## config.mk

```make
export PLATFORM = sky130hd
export DESIGN_NAME = vga_timing_ctl
export DESIGN_NICKNAME = d
export VERILOG_FILES = /design/src/rtl/vga_pkg.sv /design/src/rtl/vga_sync_delay.sv /design/src/rtl/vga_timing_ctl.sv
export SDC_FILE = /design/constraint.sdc
export NUM_CORES = 1
export LEC_CHECK = 0
export CAP_MARGIN = 20
export CORE_MARGIN = 3
export CORE_UTILIZATION = 54
export DETAILED_ROUTE_END_ITERATION = 6
export DONT_BUFFER_PORTS = 1
export PLACE_DENSITY = 0.69
export SLEW_MARGIN = 15
export SYNTH_ARGS = -nofsm -noshare
export SYNTH_HDL_FRONTEND = slang
export SYNTH_SLANG_ARGS = --single-unit
```

## constraint.sdc

```tcl
create_clock -name clk -period 2.89 [get_ports clk]
set_input_delay 0.578 -clock clk [delete_from_list [all_inputs] [get_ports clk]]
set_output_delay 0.578 -clock clk [all_outputs]
set_load 0.02 [all_outputs]
```

## src/rtl/vga_pkg.sv

```systemverilog
// Shared types, 1024x768@60 timing constants and porch-sum helper for the VGA output path.
package vga_pkg;

    typedef struct packed {
        logic [3:0] r;
        logic [3:0] g;
        logic [3:0] b;
    } rgb_t;

    localparam int   XGA_H_ACTIVE = 1024;
    localparam int   XGA_H_FP     = 24;
    localparam int   XGA_H_SYNC   = 136;
    localparam int   XGA_H_BP     = 160;
    localparam int   XGA_V_ACTIVE = 768;
    localparam int   XGA_V_FP     = 3;
    localparam int   XGA_V_SYNC   = 6;
    localparam int   XGA_V_BP     = 29;
    localparam logic XGA_SYNC_POL = 1'b0;

    function automatic int tot(input int active, input int fp, input int sync, input int bp);
        return active + fp + sync + bp;
    endfunction

endpackage

```

## src/rtl/vga_sync_delay.sv

```systemverilog
// Parametrised shift register carrying sync/blank (and optionally counters) alongside the draw pipeline.
module vga_sync_delay #(
    parameter int unsigned        WIDTH   = 3,
    parameter int unsigned        DEPTH   = 1,
    parameter logic [WIDTH-1:0]   RST_VAL = '0
) (
    input  logic             clk,
    input  logic             rst,
    input  logic [WIDTH-1:0] d,
    output logic [WIDTH-1:0] q
);

    generate
        if (DEPTH == 0) begin : g_bypass
            logic unused_ctl;
            assign unused_ctl = clk ^ rst;
            assign q = d;
        end else begin : g_sr
            logic [WIDTH-1:0] sr [DEPTH];

            always_ff @(posedge clk) begin
                if (!rst) begin
                    for (int unsigned i = 0; i < DEPTH; i++) sr[i] <= RST_VAL;
                end else begin
                    sr[0] <= d;
                    for (int unsigned i = 1; i < DEPTH; i++) sr[i] <= sr[i-1];
                end
            end

            assign q = sr[DEPTH-1];
        end
    endgenerate

endmodule

```

## src/rtl/vga_timing_ctl.sv

```systemverilog
// VGA timing generator and pin output stage; define VGA_TEST_PATTERN_EN to enable built-in test patterns.
module vga_timing_ctl
    import vga_pkg::*;
#(
    parameter int   H_ACTIVE   = XGA_H_ACTIVE,
    parameter int   H_FP       = XGA_H_FP,
    parameter int   H_SYNC     = XGA_H_SYNC,
    parameter int   H_BP       = XGA_H_BP,
    parameter int   V_ACTIVE   = XGA_V_ACTIVE,
    parameter int   V_FP       = XGA_V_FP,
    parameter int   V_SYNC     = XGA_V_SYNC,
    parameter int   V_BP       = XGA_V_BP,
    parameter logic SYNC_POL   = XGA_SYNC_POL,
    parameter int   PIPE_DELAY = 2,
    parameter int   CW         = 11
) (
    input  logic          clk,
    input  logic          rst,
    input  logic [1:0]    pattern_sel,
    input  logic [11:0]   rgb_in,
    output logic [CW-1:0] hcount,
    output logic [CW-1:0] vcount,
    output logic          hblnk,
    output logic          vblnk,
    output logic          frame_start,
    output logic          hs,
    output logic          vs,
    output logic [3:0]    r,
    output logic [3:0]    g,
    output logic [3:0]    b
);

    localparam int          H_TOTAL  = tot(H_ACTIVE, H_FP, H_SYNC, H_BP);
    localparam int          V_TOTAL  = tot(V_ACTIVE, V_FP, V_SYNC, V_BP);
    localparam logic [CW-1:0] H_LAST = CW'(H_TOTAL - 1);
    localparam logic [CW-1:0] V_LAST = CW'(V_TOTAL - 1);
    localparam logic [CW:0] HA_C     = (CW+1)'(H_ACTIVE);
    localparam logic [CW:0] VA_C     = (CW+1)'(V_ACTIVE);
    localparam logic [CW:0] HS_START = (CW+1)'(tot(H_ACTIVE, H_FP, 0, 0));
    localparam logic [CW:0] HS_END   = (CW+1)'(tot(H_ACTIVE, H_FP, H_SYNC, 0));
    localparam logic [CW:0] VS_START = (CW+1)'(tot(V_ACTIVE, V_FP, 0, 0));
    localparam logic [CW:0] VS_END   = (CW+1)'(tot(V_ACTIVE, V_FP, V_SYNC, 0));

`ifdef VGA_TEST_PATTERN_EN
    localparam int unsigned DW = 3 + 2*CW;
    localparam logic [DW-1:0] D_RST = {~SYNC_POL, ~SYNC_POL, 1'b1, {(2*CW){1'b0}}};
`else
    localparam int unsigned DW = 3;
    localparam logic [DW-1:0] D_RST = {~SYNC_POL, ~SYNC_POL, 1'b1};
`endif

    logic [CW-1:0] h_next, v_next;
    logic [CW:0]   h_ext, v_ext;
    logic          hs_raw, vs_raw;
    logic [DW-1:0] d_in, d_out;
    logic          hs_d, vs_d, blank_d;
    rgb_t          src, pix;

    always_comb begin
        h_next = (hcount == H_LAST) ? '0 : hcount + 1'b1;
        v_next = vcount;
        if (hcount == H_LAST) v_next = (vcount == V_LAST) ? '0 : vcount + 1'b1;
    end

    // Flags are registered from the next-count values so they line up with hcount/vcount.
    always_ff @(posedge clk) begin
        if (!rst) begin
            hcount      <= '0;
            vcount      <= '0;
            hblnk       <= 1'b0;
            vblnk       <= 1'b0;
            frame_start <= 1'b0;
        end else begin
            hcount      <= h_next;
            vcount      <= v_next;
            hblnk       <= ({1'b0, h_next} >= HA_C);
            vblnk       <= ({1'b0, v_next} >= VA_C);
            frame_start <= (h_next == '0) && (v_next == '0);
        end
    end

    assign h_ext  = {1'b0, hcount};
    assign v_ext  = {1'b0, vcount};
    assign hs_raw = (h_ext >= HS_START && h_ext < HS_END) ? SYNC_POL : ~SYNC_POL;
    assign vs_raw = (v_ext >= VS_START && v_ext < VS_END) ? SYNC_POL : ~SYNC_POL;

`ifdef VGA_TEST_PATTERN_EN
    logic [CW-1:0] hd, vd;
    logic          unused_cnt;
    assign d_in = {hs_raw, vs_raw, hblnk | vblnk, hcount, vcount};
    assign {hs_d, vs_d, blank_d, hd, vd} = d_out;
    assign unused_cnt = ^{hd, vd};

    always_comb begin
        src = rgb_t'(rgb_in);
        case (pattern_sel)
            2'd1:    src = rgb_t'({{4{hd[9]}}, {4{hd[8]}}, {4{hd[7]}}});
            2'd2:    src = rgb_t'((hd[5] ^ vd[5]) ? 12'hFFF : 12'h000);
            2'd3:    src = rgb_t'(12'hF00);
            default: src = rgb_t'(rgb_in);
        endcase
    end
`else
    logic unused_sel;
    assign d_in = {hs_raw, vs_raw, hblnk | vblnk};
    assign {hs_d, vs_d, blank_d} = d_out;
    assign unused_sel = ^pattern_sel;
    assign src = rgb_t'(rgb_in);
`endif

    // The delay line holds PIPE_DELAY-1 stages; the output register below is the final one.
    vga_sync_delay #(
        .WIDTH   (DW),
        .DEPTH   (PIPE_DELAY - 1),
        .RST_VAL (D_RST)
    ) u_delay (
        .clk (clk),
        .rst (rst),
        .d   (d_in),
        .q   (d_out)
    );

    always_ff @(posedge clk) begin
        if (!rst) begin
            hs  <= ~SYNC_POL;
            vs  <= ~SYNC_POL;
            pix <= '0;
        end else begin
            hs  <= hs_d;
            vs  <= vs_d;
            pix <= blank_d ? rgb_t'(12'h000) : src;
        end
    end

    assign r = pix.r;
    assign g = pix.g;
    assign b = pix.b;

endmodule

```

# ---- After elaboration in Yosys (flattened, before gate mapping)
# Memories as Yosys holds them, arrays and structs flattened.
# Index checks and enable logic that the tools add are counted.
dict set report word_totals {
  register_bits 39
  mem_bits_rw 3
  input_bits 16
  out_inout_bits 39
  word_cells 39
  mem_count 1
}
# name words word_bits rd rd_clocked_by_memory_dff write_ports line_no
set memory_table {}
lappend memory_table {u_delay.g_sr.sr 1 3 1 0 1 vga_sync_delay.sv:19} ;# logic [WIDTH-1:0] sr [DEPTH];
dict set report classes {
  n_addsub 2
  n_lt_le_gt_ge 6
  eq_ne 2
  n_mux 9
  bitwise_logic 2
  n_reduce_logical 7
}
# cell count
set op_table {}
lappend op_table {{11-bit two-way mux} 3}
lappend op_table {{11-bit by 1-bit adder with 11-bit output (second input constant)} 2}
lappend op_table {{11-bit by 10-bit greater-or-equal comparator with 1-bit output (second input constant)} 2}
lappend op_table {{11-bit greater-or-equal comparator (second input constant)} 2}
lappend op_table {{11-bit zero test} 2}
lappend op_table {{11-bit by 10-bit == test with 1-bit output (second input constant)} 1}
lappend op_table {{11-bit == test (second input constant)} 1}
lappend op_table {{11-bit by 10-bit < comparator with 1-bit output (second input constant)} 1}
lappend op_table {{11-bit < comparator (second input constant)} 1}
lappend op_table {{1-bit two-way mux} 5}
lappend op_table {{1-bit logical AND} 3}
lappend op_table {{3-bit two-way mux} 1}
lappend op_table {{3-bit OR reduction} 1}
lappend op_table {{2-bit OR reduction} 1}
lappend op_table {{1-bit inverter} 1}
lappend op_table {{1-bit OR} 1}

# ---- Logic depth before layout (Yosys ltp)
dict set report depth {
  ltp_word 5
  ltp_mapped 9
  depth_no_buf 8
}

# ---- Cells and area by module
# Synthesis repeated with hierarchy kept, for this count alone.
dict set report hier_totals {
  cells_unflattened 230
  hier_area_um2 2085.8
}
# module instances cells_per_inst area_each_um2 seq_area_each_um2
set modules_own_cells {}
lappend modules_own_cells {vga_timing_ctl 1 224 2006.9 760.7}
lappend modules_own_cells {vga_sync_delay 1 6 78.8 60.1}

# ---- Least setup slack after synthesis
# No wires, ideal clock.
dict set report synth_timing {
  kind {register to register}
  startpoint {register vcount[1]}
  endpoint {register vblnk}
  arrival_time_ns 2.154
  t_required_ns 2.833
  setup_slack_ns 0.679
  stages_incl_launch_ff 10
  synth_period_minus_slack_ns 2.211
  cell_sequence {dfxtp_1 -> inv_1 -> ha_1 -> and4b_1 -> and3_1 -> buf_6 -> or3_4 -> or3_1 -> a21oi_2 -> a21o_1}
}
dict set report synth_between {
  elab_chain_cells 4
}
# element line_no
set synth_rtl {}
lappend synth_rtl {{from (decl)} vga_timing_ctl.sv:22} ;# output logic [CW-1:0] vcount,
lappend synth_rtl {{from (signal assigned)} vga_timing_ctl.sv:75} ;# vcount <= v_next;
lappend synth_rtl {{11-bit by 1-bit adder with 11-bit output or 11-bit by 10-bit == test with 1-bit output (tied branches)} vga_timing_ctl.sv:62} ;# if (hcount == H_LAST) v_next = (vcount == V_LAST) ? '0 : vcount + 1'b1;
lappend synth_rtl {{11-bit two-way mux} vga_timing_ctl.sv:62}
lappend synth_rtl {{11-bit two-way mux (*)} vga_timing_ctl.sv:62}
lappend synth_rtl {{11-bit by 10-bit greater-or-equal comparator with 1-bit output (*)} vga_timing_ctl.sv:77} ;# vblnk <= ({1'b0, v_next} >= VA_C);
lappend synth_rtl {{to (signal assigned)} vga_timing_ctl.sv:77}
lappend synth_rtl {{to (decl)} vga_timing_ctl.sv:24} ;# output logic vblnk,
# Every way passes the cells marked *; elsewhere a longest branch is shown, timed or not.
# A chain may end at the register's enable or synchronous reset.

# ---- Final worst setup path
dict set report layout_timing {
  startpoint {register vcount[0]}
  endpoint {register vblnk}
}
# Same word-level chain as after synthesis.

==> reports/results.ini <==
[outcome]
status=completed

[critical_path]
path_delay_family=simple AND/OR/NAND/NOR gates
cp_cell_sequence=ha_1 -> and4b_1 -> and3_1 -> or3_4 -> or3_1 -> a21oi_2 -> a21o_1
slowest_stage=dfxtp_1
crit_path_end_kind=register
reg2reg_to=vblnk
worst_ep_required_time_ps=3200
critPathArrivalTime_ps=2660
rr_worst_depth=7
path_class=reg2reg
rrSetupSlack_ps=540
cp-start-kind=register
slowest_delay_ps=510
cp_max_fo=11
worst-path-buf-inv=0
r2r_start=vcount[0]
critPathLaunch=vcount[0]

[die]
fp-row-count=20
die_h_um=65.5
core_area_um2=3200
die_x_um=65.5
initial_utilization_pct=59.6
io_pins=55
dieArea_um2=4290

[cts]
ctsResizeCount=0
ctsHoldBuffers=0
path_clk_slew_ps=130
post_cts_buffers=0
clockBufferDepth=2
clk_latency_ps=350
cts_sinks=41
htree_levels=2
root_buffer=clkbuf_4
cts_tree=yes
cts_buffers=5

[place]
place_congestion=0.935
dp_hpwl_um=3090
port_buffers=0

[yosys]
yosysSeqAreaShare_pct=43.0
synth_nets=245
synth_commonest_cells=41 x dfxtp_1, 26 x nor2_1, 19 x and2_1
syn_inst=223
synth-edff-count=0
yosysTopAreaCellShare_pct=43.0
yosysTopAreaCell=dfxtp_1
synth_most_common_cell=dfxtp_1
synthFlopType=dfxtp_1
ys_types=44
synthTopCellsByArea=dfxtp_1 43%, and2_1 6.2%, nor2_1 5.1%, ha_1 3.9%, xor2_1 3.7%
synth_area_per_cell_um2=8.56
ys_seq_elements=41
yosysWarnings=0
async_flop_share_pct=0
netlist_area_um2=1910

[sta]
hold_viol=0
holdWs_ps=289
setup_tns_ps=0
skew_ps=8.35
worst_slew_pin_slew_ps=617
clock.fmax_mhz=425
rsz0062_at_grt=false
period_minus_slack_ps=2350
period_share_pct=81.5
finalSetupViolations=0
drv_slew=0
max-slew-margin-rel_pct=58.8

[global_route]
grt-ovfl-total=0
grt_max_degree=18
antenna_found_initial=0
grt_usage_pct=21.7
grt_pass1_vias=1462
grt_pass1_wl_um=7200

[layout]
drive_gt1_share_pct=7.69
nFillCells=312
final_nets=242
area_growth_pct=4.85
n_antenna_cell=0

[pwr]
powerDensity_nw_per_um2=502
vdd_drop_max_mv=0.356
p_leak_nw=0.752
p_total_mw=1.01

[route]
drt_wl_total_um=4300
antenna_left=0
routed_via_density=5.83
first_iter_violations=124
routedWlPerCell_um=16.2
drt_pass1_iterations=4
drc=0
vias=1546

[min_path]
min_path_cells=1
hold_path_end=vs
hold_class=in2reg
hp-start=rst

[job]
cap_violations=0

placed cells by master (no fill, tap or decap), types with 3 or more instances in the layout:
cell      count
a21oi_1       9
xnor2_1       6
or3_1         4
nand4_1       7
ha_1          6
o21ai_0      13
and2_1       19
clkbuf_4      5
a31oi_1       3
nor2b_1       3
xor2_1        8
inv_1         6
dfxtp_1      41
nor3_1        7
nor2_1       26
buf_4         4
nor4_1        3
nand2_1      12
nand3_1       8
per-stage QoR:
stage               cell area [µm²]  utilization (%)  cells  setup WS [ps]
floorplan                      1910                -    223            679
global placement               1920             59.9    257            562
detailed placement             1920             59.9    257            589
CTS                            2000             62.5    265            550
global route                   2000             62.5    265            427
finish                         2000             62.5    265            536
cell type report:
class                           instances  area [µm²]  area share, %
Sequential cell                        41         821           41.0
Clock inverter                          3        46.3           2.31
Clock buffer                            5        37.5           1.88
Inverter                                7        26.3           1.31
Tap cell                               44        55.1           2.75
Multi-Input combinational cell        161         986           49.3
Timing Repair Buffer                    4        30.0           1.50
layer usage:
metal | GRT usage [%] | routed length, µm
met4 | 5.44 | 27
met1 | 29.2 | 1930
met2 | 32.6 | 1990
met5 | 0 | 0
met3 | 8.21 | 352
flip-flops by register name, summed over array words and instances (netlist names):
| register | count |
|---|---|
| hcount | 11 |
| b | 4 |
| vcount | 11 |
| hs | 1 |
| vs | 1 |
| u_delay.g_sr.sr | 3 |
| vblnk | 1 |
| g | 4 |
| r | 4 |
| frame_start | 1 |
report_power, final:
group | total, mW | internal [mW] | switching (mW) | leakage (nW)
sequential | 0.593 | 0.577 | 0.0166 | 0.333
clock | 0.380 | 0.183 | 0.197 | 0.0414
combinational | 0.0318 | 0.0125 | 0.0193 | 0.378
total | 1.01 | 0.772 | 0.233 | 0.752
kinds of logic (layout without fill, tap and decap cells):
logic type / Yosys count / count (layout) / synth area share, %
AOI/OAI and AO/OA: 37 / 37 / 12.1
buffers and inverters: 21 / 19 / 5.37
adders and majority gates: 6 / 6 / 3.93
DFF: 41 / 41 / 43.0
and+or+nand+nor: 104 / 104 / 29.2
xor gates and xnor gates: 14 / 14 / 6.42
how the worst max path moves through the flow:
| stage | end | slack [ps] | depth (start not counted) |
|---|---|---|---|
| after global routing | vblnk | 430 | 7 |
| after floorplan | vblnk | 680 | 9 |
| final | vblnk | 540 | 7 |
| after CTS | vblnk | 550 | 7 |
| after global placement | vblnk | 560 | 7 |
| after detailed placement | vblnk | 590 | 7 |
(Power assumes the default switching activity.)
